## src/rtl/risc_pkg.sv

```systemverilog
// Shared definitions for the 5-stage RISC pipeline: widths, opcodes and
// instruction field positions.
package risc_pkg;

  localparam int unsigned DW = 32;
  localparam int unsigned IW = 32;

  localparam logic [5:0]  OP_LOAD  = 6'h23;
  localparam logic [5:0]  OP_STORE = 6'h2B;
  localparam logic [31:0] NOP      = 32'h0000_0000;

  localparam int unsigned OPC_HI = 31;
  localparam int unsigned OPC_LO = 26;
  localparam int unsigned RD_HI  = 25;
  localparam int unsigned RD_LO  = 21;
  localparam int unsigned RS1_HI = 20;
  localparam int unsigned RS1_LO = 16;
  localparam int unsigned RS2_HI = 15;
  localparam int unsigned RS2_LO = 11;

  typedef enum logic [0:0] {
    StRun,
    StStall
  } stage_state_t;

endpackage

```

## src/rtl/regfile.sv

```systemverilog
// 2-read/1-write register file; entry 0 is hardwired to zero and reads see
// a same-cycle write (write-through bypass).
module regfile #(
  parameter int unsigned DW   = 32,
  parameter int unsigned NREG = 32,
  parameter int unsigned AW   = $clog2(NREG)
) (
  input  logic          clk,
  input  logic          rst_n,
  input  logic          we,
  input  logic [AW-1:0] waddr,
  input  logic [DW-1:0] wdata,
  input  logic [AW-1:0] raddr1,
  input  logic [AW-1:0] raddr2,
  output logic [DW-1:0] rdata1,
  output logic [DW-1:0] rdata2
);

  logic [DW-1:0] mem_q [NREG];
  logic          wr_ok;

  assign wr_ok = we && (waddr != '0);

  always_ff @(posedge clk or negedge rst_n) begin
    if (!rst_n) begin
      for (int i = 0; i < int'(NREG); i++) begin
        mem_q[i] <= '0;
      end
    end else if (wr_ok) begin
      mem_q[waddr] <= wdata;
    end
  end

  always_comb begin
    rdata1 = '0;
    rdata2 = '0;
    if (raddr1 != '0) begin
      rdata1 = (wr_ok && (waddr == raddr1)) ? wdata : mem_q[raddr1];
    end
    if (raddr2 != '0) begin
      rdata2 = (wr_ok && (waddr == raddr2)) ? wdata : mem_q[raddr2];
    end
  end

endmodule

```

## src/rtl/id_stage.sv

```systemverilog
// Instruction-decode stage: operand read with bypass, load-use hazard detection
// with one-cycle bubble insertion, and a saturating bubble counter.
module id_stage
  import risc_pkg::*;
#(
  parameter int unsigned DW   = risc_pkg::DW,
  parameter int unsigned IW   = risc_pkg::IW,
  parameter int unsigned NREG = 32,
  parameter int unsigned CW   = 16
) (
  input  logic          clk,
  input  logic          rst_n,
  input  logic [IW-1:0] in_inst,
  input  logic [IW-1:0] ex_inst,
  input  logic          flush,
  input  logic          wb_en,
  input  logic [4:0]    wb_rd,
  input  logic [DW-1:0] wb_data,
  output logic [DW-1:0] out_r1,
  output logic [DW-1:0] out_r2,
  output logic [IW-1:0] out_inst,
  output logic          stall,
  output logic [CW-1:0] stall_cnt
);

  logic [4:0]    rs1, rs2, ex_rd;
  logic [5:0]    ex_op;
  logic [DW-1:0] rd1, rd2;
  logic          hz, stall_raw;
  logic [CW-1:0] cnt_q, cnt_d;
  stage_state_t  state_q, state_d;
  logic          unused_ex;

  assign rs1   = in_inst[RS1_HI:RS1_LO];
  assign rs2   = in_inst[RS2_HI:RS2_LO];
  assign ex_op = ex_inst[OPC_HI:OPC_LO];
  assign ex_rd = ex_inst[RD_HI:RD_LO];
  assign unused_ex = ^{ex_inst[RS1_HI:0]};

  regfile #(
    .DW   (DW),
    .NREG (NREG)
  ) u_regfile (
    .clk    (clk),
    .rst_n  (rst_n),
    .we     (wb_en),
    .waddr  (wb_rd),
    .wdata  (wb_data),
    .raddr1 (rs1),
    .raddr2 (rs2),
    .rdata1 (rd1),
    .rdata2 (rd2)
  );

  // rs2 is compared for every opcode, even those that do not read it.
  assign hz = (ex_op == OP_LOAD) && (ex_rd != 5'd0) && ((ex_rd == rs1) || (ex_rd == rs2));
  assign stall_raw = hz && !flush;

  always_comb begin
    state_d = StRun;
    unique case (state_q)
      StRun:   state_d = stall_raw ? StStall : StRun;
      StStall: state_d = StRun;
      default: state_d = StRun;
    endcase
  end

  always_comb begin
    cnt_d = cnt_q;
    if (stall_raw && (cnt_q != {CW{1'b1}})) begin
      cnt_d = cnt_q + 1'b1;
    end
  end

  always_ff @(posedge clk or negedge rst_n) begin
    if (!rst_n) begin
      state_q <= StRun;
      cnt_q   <= '0;
    end else begin
      state_q <= state_d;
      cnt_q   <= cnt_d;
    end
  end

  // Outputs are forced to their idle values while reset is held.
  always_comb begin
    out_r1   = '0;
    out_r2   = '0;
    out_inst = NOP;
    stall    = 1'b0;
    if (rst_n) begin
      out_r1   = rd1;
      out_r2   = rd2;
      stall    = stall_raw;
      out_inst = (flush || stall_raw) ? NOP : in_inst;
    end
  end

  assign stall_cnt = cnt_q;

endmodule

```

## config.mk

```make
export PLATFORM = sky130hd
export DESIGN_NAME = id_stage
export DESIGN_NICKNAME = d
export VERILOG_FILES = /design/src/rtl/risc_pkg.sv /design/src/rtl/regfile.sv /design/src/rtl/id_stage.sv
export SDC_FILE = /design/constraint.sdc
export NUM_CORES = 2
export LEC_CHECK = 0
export CAP_MARGIN = 20
export CORE_UTILIZATION = 52
export CTS_CLUSTER_SIZE = 10
export DETAILED_ROUTE_END_ITERATION = 10
export PLACE_DENSITY = 0.79
export SETUP_SLACK_MARGIN = 0.05
export SLEW_MARGIN = 15
export SYNTH_ARGS = -nofsm -noshare
export SYNTH_HDL_FRONTEND = slang
export SYNTH_HIERARCHICAL = 1
export SYNTH_SLANG_ARGS = --single-unit
```

## constraint.sdc

```tcl
create_clock -name clk -period 5 [get_ports clk]
set_input_delay 0.5 -clock clk [delete_from_list [all_inputs] [get_ports clk]]
set_output_delay 0.5 -clock clk [all_outputs]
set_load 0.01 [all_outputs]
```

==> Word level (Yosys, flattened, before mapping) <==
Index checks and enable logic that the tools add are counted.
{ "totals": {"inputBits": 105, "output_inout_bits": 113, "ff_bits": 1040, "wordCells": 80} }
{ "classes": {"n_mux": 18, "n_eq_ne": 6, "order_cmp": 4, "bitwise_logic": 3, "reduce_logical": 15, "add_sub_neg": 1} }
{ "ops": {"columns": ["operator", "n"], "rows": [
  ["bitwise mux 1024 bit", 1],
  ["two-way mux 32 bit", 13],
  ["binary-select mux 32 bit (select 5 bit)", 2],
  ["demux 32 bit (select 5 bit)", 1],
  ["== test 5 bit", 4],
  ["nonzero test 5 bit", 4],
  ["greater-or-equal comparator 6 bit, second input constant", 3],
  ["NOT 5 -> 6 bit", 3],
  ["adder 16 x 1 -> 16 bit, second input constant", 1],
  ["inequality test 16 bit, second input constant", 1],
  ["logical AND 1 bit", 8],
  ["== test 6 bit, second input constant", 1],
  ["less-than comparator 6 x 1 -> 1 bit, second input constant", 1],
  ["logical OR 1 bit", 2],
  ["zero test 1 bit", 1],
  ["two-way mux 1 bit", 1]
]} }

==> Longest topological paths before layout <==
{ "logic_depth": {"depth_word": 7, "depth_mapped": 11, "mapped_depth_nobuf": 6} }

==> Cells and area by module <==
Netlist, hierarchy kept.
{ "by_module_without_submodules": {"columns": ["mod", "instances", "seq_area_each_um2", "area_per_inst_um2", "cells_per_inst"], "rows": [
  ["regfile", 1, 25624.6, 55605.8, 3900],
  ["id_stage", 1, 400.4, 1659.1, 210]
]} }

==> Least setup slack after synthesis <==
Ideal clock, no wire load.
{ "synth_timing": {"path_type": "input-to-output", "start": "input in_inst[12]", "end": "output out_r2[4]", "path_buffers": 4, "path_stages": 8, "required_time_ns": 4.500, "t_arrival_ns": 2.222, "path_slack_ns": 2.278, "cell_sequence": "buf_4 buf_2 buf_2 buf_1 mux4_2 o32ai_1 a31oi_1 and2_1"} }
{ "synth_between": {"elab_chain_cells": 7, "elab_cells_between_ends": 10, "cone_classes": "eq/ne (1); mux (6); bitwise (1); reduce/logical (2)"} }
{ "synth_lines": {"columns": ["item", "line_no", "source"], "rows": [
  ["start, declared", "id_stage.sv:13", "input logic [IW-1:0] in_inst,"],
  ["NOT 5 -> 6 bit (implied by the code)", "regfile.sv:41", "rdata2 = (wr_ok && (waddr == raddr2)) ? wdata : mem_q[raddr2];"],
  ["binary-select mux 32 bit (select 5 bit)", "regfile.sv:41", null],
  ["two-way mux 32 bit (implied by the code) (2 in series)", "regfile.sv:41", null],
  ["two-way mux 32 bit", "regfile.sv:41", null],
  ["two-way mux 32 bit (*)", "regfile.sv:40", "if (raddr2 != '0) begin"],
  ["named net rd2[4]", "id_stage.sv:28", "logic [DW-1:0] rd1, rd2;"],
  ["two-way mux 32 bit (*)", "id_stage.sv:91", "if (rst_n) begin"],
  ["end, declared", "id_stage.sv:20", "output logic [DW-1:0] out_r2,"]
]} }
The timed path passes the listed nets; every way through them passes the cells marked *. The select of a mux whose other input is x is not followed.

==> Worst setup path after layout <==
{ "layout_timing": {"start": "input in_inst[17]", "end": "output out_r1[5]"} }
{ "layout_between": {"elab_chain_cells": 7, "elab_cells_between_ends": 10, "cone_classes": "eq/ne (1); mux (6); bitwise (1); reduce/logical (2)"} }
{ "layout_lines": {"columns": ["item", "line_no", "source"], "rows": [
  ["NOT 5 -> 6 bit (implied by the code)", "regfile.sv:38", "rdata1 = (wr_ok && (waddr == raddr1)) ? wdata : mem_q[raddr1];"],
  ["binary-select mux 32 bit (select 5 bit)", "regfile.sv:38", null],
  ["two-way mux 32 bit (implied by the code) (2 in series)", "regfile.sv:38", null],
  ["two-way mux 32 bit", "regfile.sv:38", null],
  ["two-way mux 32 bit (*)", "regfile.sv:37", "if (raddr1 != '0) begin"],
  ["named net rd1[5]", "id_stage.sv:28", null],
  ["two-way mux 32 bit (*)", "id_stage.sv:91", null],
  ["end, declared", "id_stage.sv:19", "output logic [DW-1:0] out_r1,"]
]} }
Marked as above.

==> flow_summary_export.csv <==
group,metric,value,unit
status,run_status,"finished clean",
place,place_ws,723,ps
floorplan,die_width,334,um
worst_setup_path,startpoint,"in_inst[17]",
worst_setup_path,reg2reg_depth,6,
clock_tree,cts.path.max_buffers,3,
worst_setup_path,crit_end,"out_r1[5]",
yosys,synth_warnings,6,
global_routing,grt_max_degree,145,
layout,layout_commonest_cell,"dfrtp_1",
power,ir_drop,0.314,mV
place,numPortBuffers,196,
layout,design_area,64000,um^2
detailed_routing,drc,0,
sta,max_freq,226,MHz
worst_setup_path,r2r_slack,2820,ps
detailed_routing,wire_per_inst,33.9,um
worst_setup_path,cp_max_fo,30,
clock_tree,cts_tree,"built",
yosys,synth_area,57300,um^2
detailed_routing,avgViaCountPerCell,7.22,
global_routing,antenna_found_initial,11,
clock_tree,postCtsSetupRepairBufs,0,
sta,fin_skew,6.75,ps
floorplan,initial_core_util,0.525,
worst_setup_path,critPathKind,"in -> out",
floorplan,fp.coreArea,109000,um^2
worst_hold_path,hp-class,"in -> async",
clock_tree,clkTransAtPathRegs,50,ps
detailed_routing,wl,190000,um
floorplan,die_h,334,um
sta,tightest_slew,1180,ps
power,p_leak,27.7,nW
yosys,synth-main-ff-cell,"dfrtp_1",
layout,n_fill_cell,8215,
yosys,ys_types,81,
layout,areaGrowthSynthToFinish,11.8,%
sta,period_share,0.887,
sta,fin_setup_tns,0,ps
yosys,ys_seq_elements,1040,
clock_tree,clock_latency,700,ps
sta,rsz0062_at_grt,"no",
global_routing,grt_pass1_vias,41200,
sta,max_slew_margin,0.215,
floorplan,ios,218,
sta,maxSlewViolCount,0,
layout,regArea,26000,um^2
clock_tree,htreeDepth,3,
global_routing,grt_pass1_wl,280000,um
yosys,synthArstFlopShare,1.00,
clock_tree,cts_root_buf,"clkbuf_16",
layout,drive_gt1_frac,0.426,
clock_tree,cts_made_buffers,116,
sta,finalCriticalPeriod,4430,ps
yosys,synth_edf_count,0,
layout,layout_common_cells,"dfrtp_1, mux2_2, mux4_2",
sta,fin_ws,566,ps
yosys,syn-num-nets,4216,
detailed_routing,drtIter0Drc,4869,
worst_setup_path,cp.required,4500,ps
place,hpwl,116000,um
clock_tree,clock_sinks,1040,
sta,holdWs,304,ps
sta,hold_viol_final,0,
place,place_congestion,0.909,
worst_setup_path,reg2reg_to,"stall_cnt[1]",
layout,fin_nets,4287,
layout,multi_input_area,29000,um^2
worst_setup_path,start_kind,"input pin",
power,pwr_density_cell,376,nW/um^2
worst_setup_path,timing.rr.start,"stall_cnt[0]",
worst_setup_path,end_kind,"output port",
detailed_routing,antenna_left,0,
worst_setup_path,cp.arrival,3930,ps
run,cap_violations,0,
yosys,synth.yosys.seq_area_share,0.454,
floorplan,rows,121,
place,dpl-instance-area,60800,um^2
detailed_routing,dr_total_vias,40500,
global_routing,grt_usage,0.341,
global_routing,grt_overflow,0,
sta,finalSetupViolCount,0,
yosys,synth_area_per_cell,13.9,um^2
floorplan,die-area,111000,um^2
detailed_routing,drt_pass1_iterations,5,
yosys,synthCells,4110,
-- cell usage after synthesis (52+ instances only) --
library cell     n  area share
and2_1          99       0.011
mux2i_1        285       0.050
mux2_2        1010        0.20
nor2_1          63      0.0041
o22ai_1         86      0.0094
a221oi_1        71       0.011
nand2_1         65      0.0043
clkbuf_1       230       0.015
o21ai_0         56      0.0049
mux4_2         349        0.14
a22oi_1         57      0.0075
nor3_1          52      0.0045
buf_2           96      0.0084
dfrtp_1       1040        0.45
a21oi_1         64      0.0056
buf_1           57      0.0037
-- layout make-up --
cell class / count / share of cell area
Clock buffer: 128 / 0.0478
Tap cell: 1414 / 0.0276
Timing Repair Buffer: 410 / 0.0631
Multi-Input combinational cell: 2606 / 0.453
Inverter: 7 / 0.000410
Antenna cell: 4 / 0.000156
Clock inverter: 5 / 0.00127
Sequential cell: 1040 / 0.406
-- worst min path at each step --
stage | startpoint | end
5_1_grt | rst_n | u_regfile/mem_q[245]
4_1_cts | rst_n | u_regfile/mem_q[734]
3_3_place_gp | u_regfile/mem_q[999] | u_regfile/mem_q[999]
2_1_floorplan | rst_n | stall_cnt[0]
6_report | rst_n | u_regfile/mem_q[606]
3_5_place_dp | u_regfile/mem_q[1008] | u_regfile/mem_q[1008]
-- critical path, cell delays in order --
cell and delay [ps]:
buf_6 360, buf_4 550, nor2b_2 330, buf_4 310, a221oi_1 350, a21oi_1 120, o31ai_1 610, and2_1 220
clkdlybuf4s50_1 540
-- registers in the layout (all words and copies together), names as in the netlist --
register	cells
stall_cnt	16
u_regfile/mem_q	1024
-- stage by stage --
step                      total power, mW  instances   util
final                                24.1       5614  0.588
after global routing                 24.9       5611  0.588
after CTS                            24.0       5603  0.587
after detailed placement             16.4       5469  0.558
after global placement               16.1       5467  0.557
after floorplan                      14.7       4110      -
-- timing repair --
item | 4_1_cts | 5_1_grt
endpoints found under the hold margin | 25 | 0
resized for setup | 0 | 0
hold buffers | 1 | 0
-- cells by family (layout without fill, tap and decap cells) --
logic type / Yosys count / count (layout) / share of synthesized area
multiplexers: 1669 / 1669 / 0.397
AND/OR/NAND/NOR: 413 / 413 / 0.0389
buffers and inverters: 464 / 550 / 0.0426
adder cells (fa/ha/maj): 1 / 1 / 0.000218
XOR/XNOR: 34 / 34 / 0.00520
other: 0 / 4 / 0
flip-flops: 1040 / 1040 / 0.454
AO/OA/AOI/OAI: 489 / 489 / 0.0617
-- report_power, final --
part,switching (mW),internal [mW],leakage (nW)
clock network,3.31,4.33,1.54
registers,1.17,10.0,13.4
logic,2.24,3.00,12.8
total,6.72,17.3,27.7
-- metal layers --
layer | vias to the layer above | track usage | share of wire
li1 | 15900 | - | -
met1 | 21000 | 0.451 | 0.37
met2 | 2895 | 0.499 | 0.44
met3 | 719 | 0.101 | 0.13
met4 | 6 | 0.204 | 0.068
met5 | - | 0 | 0.00019
(Power assumes the default switching activity.)
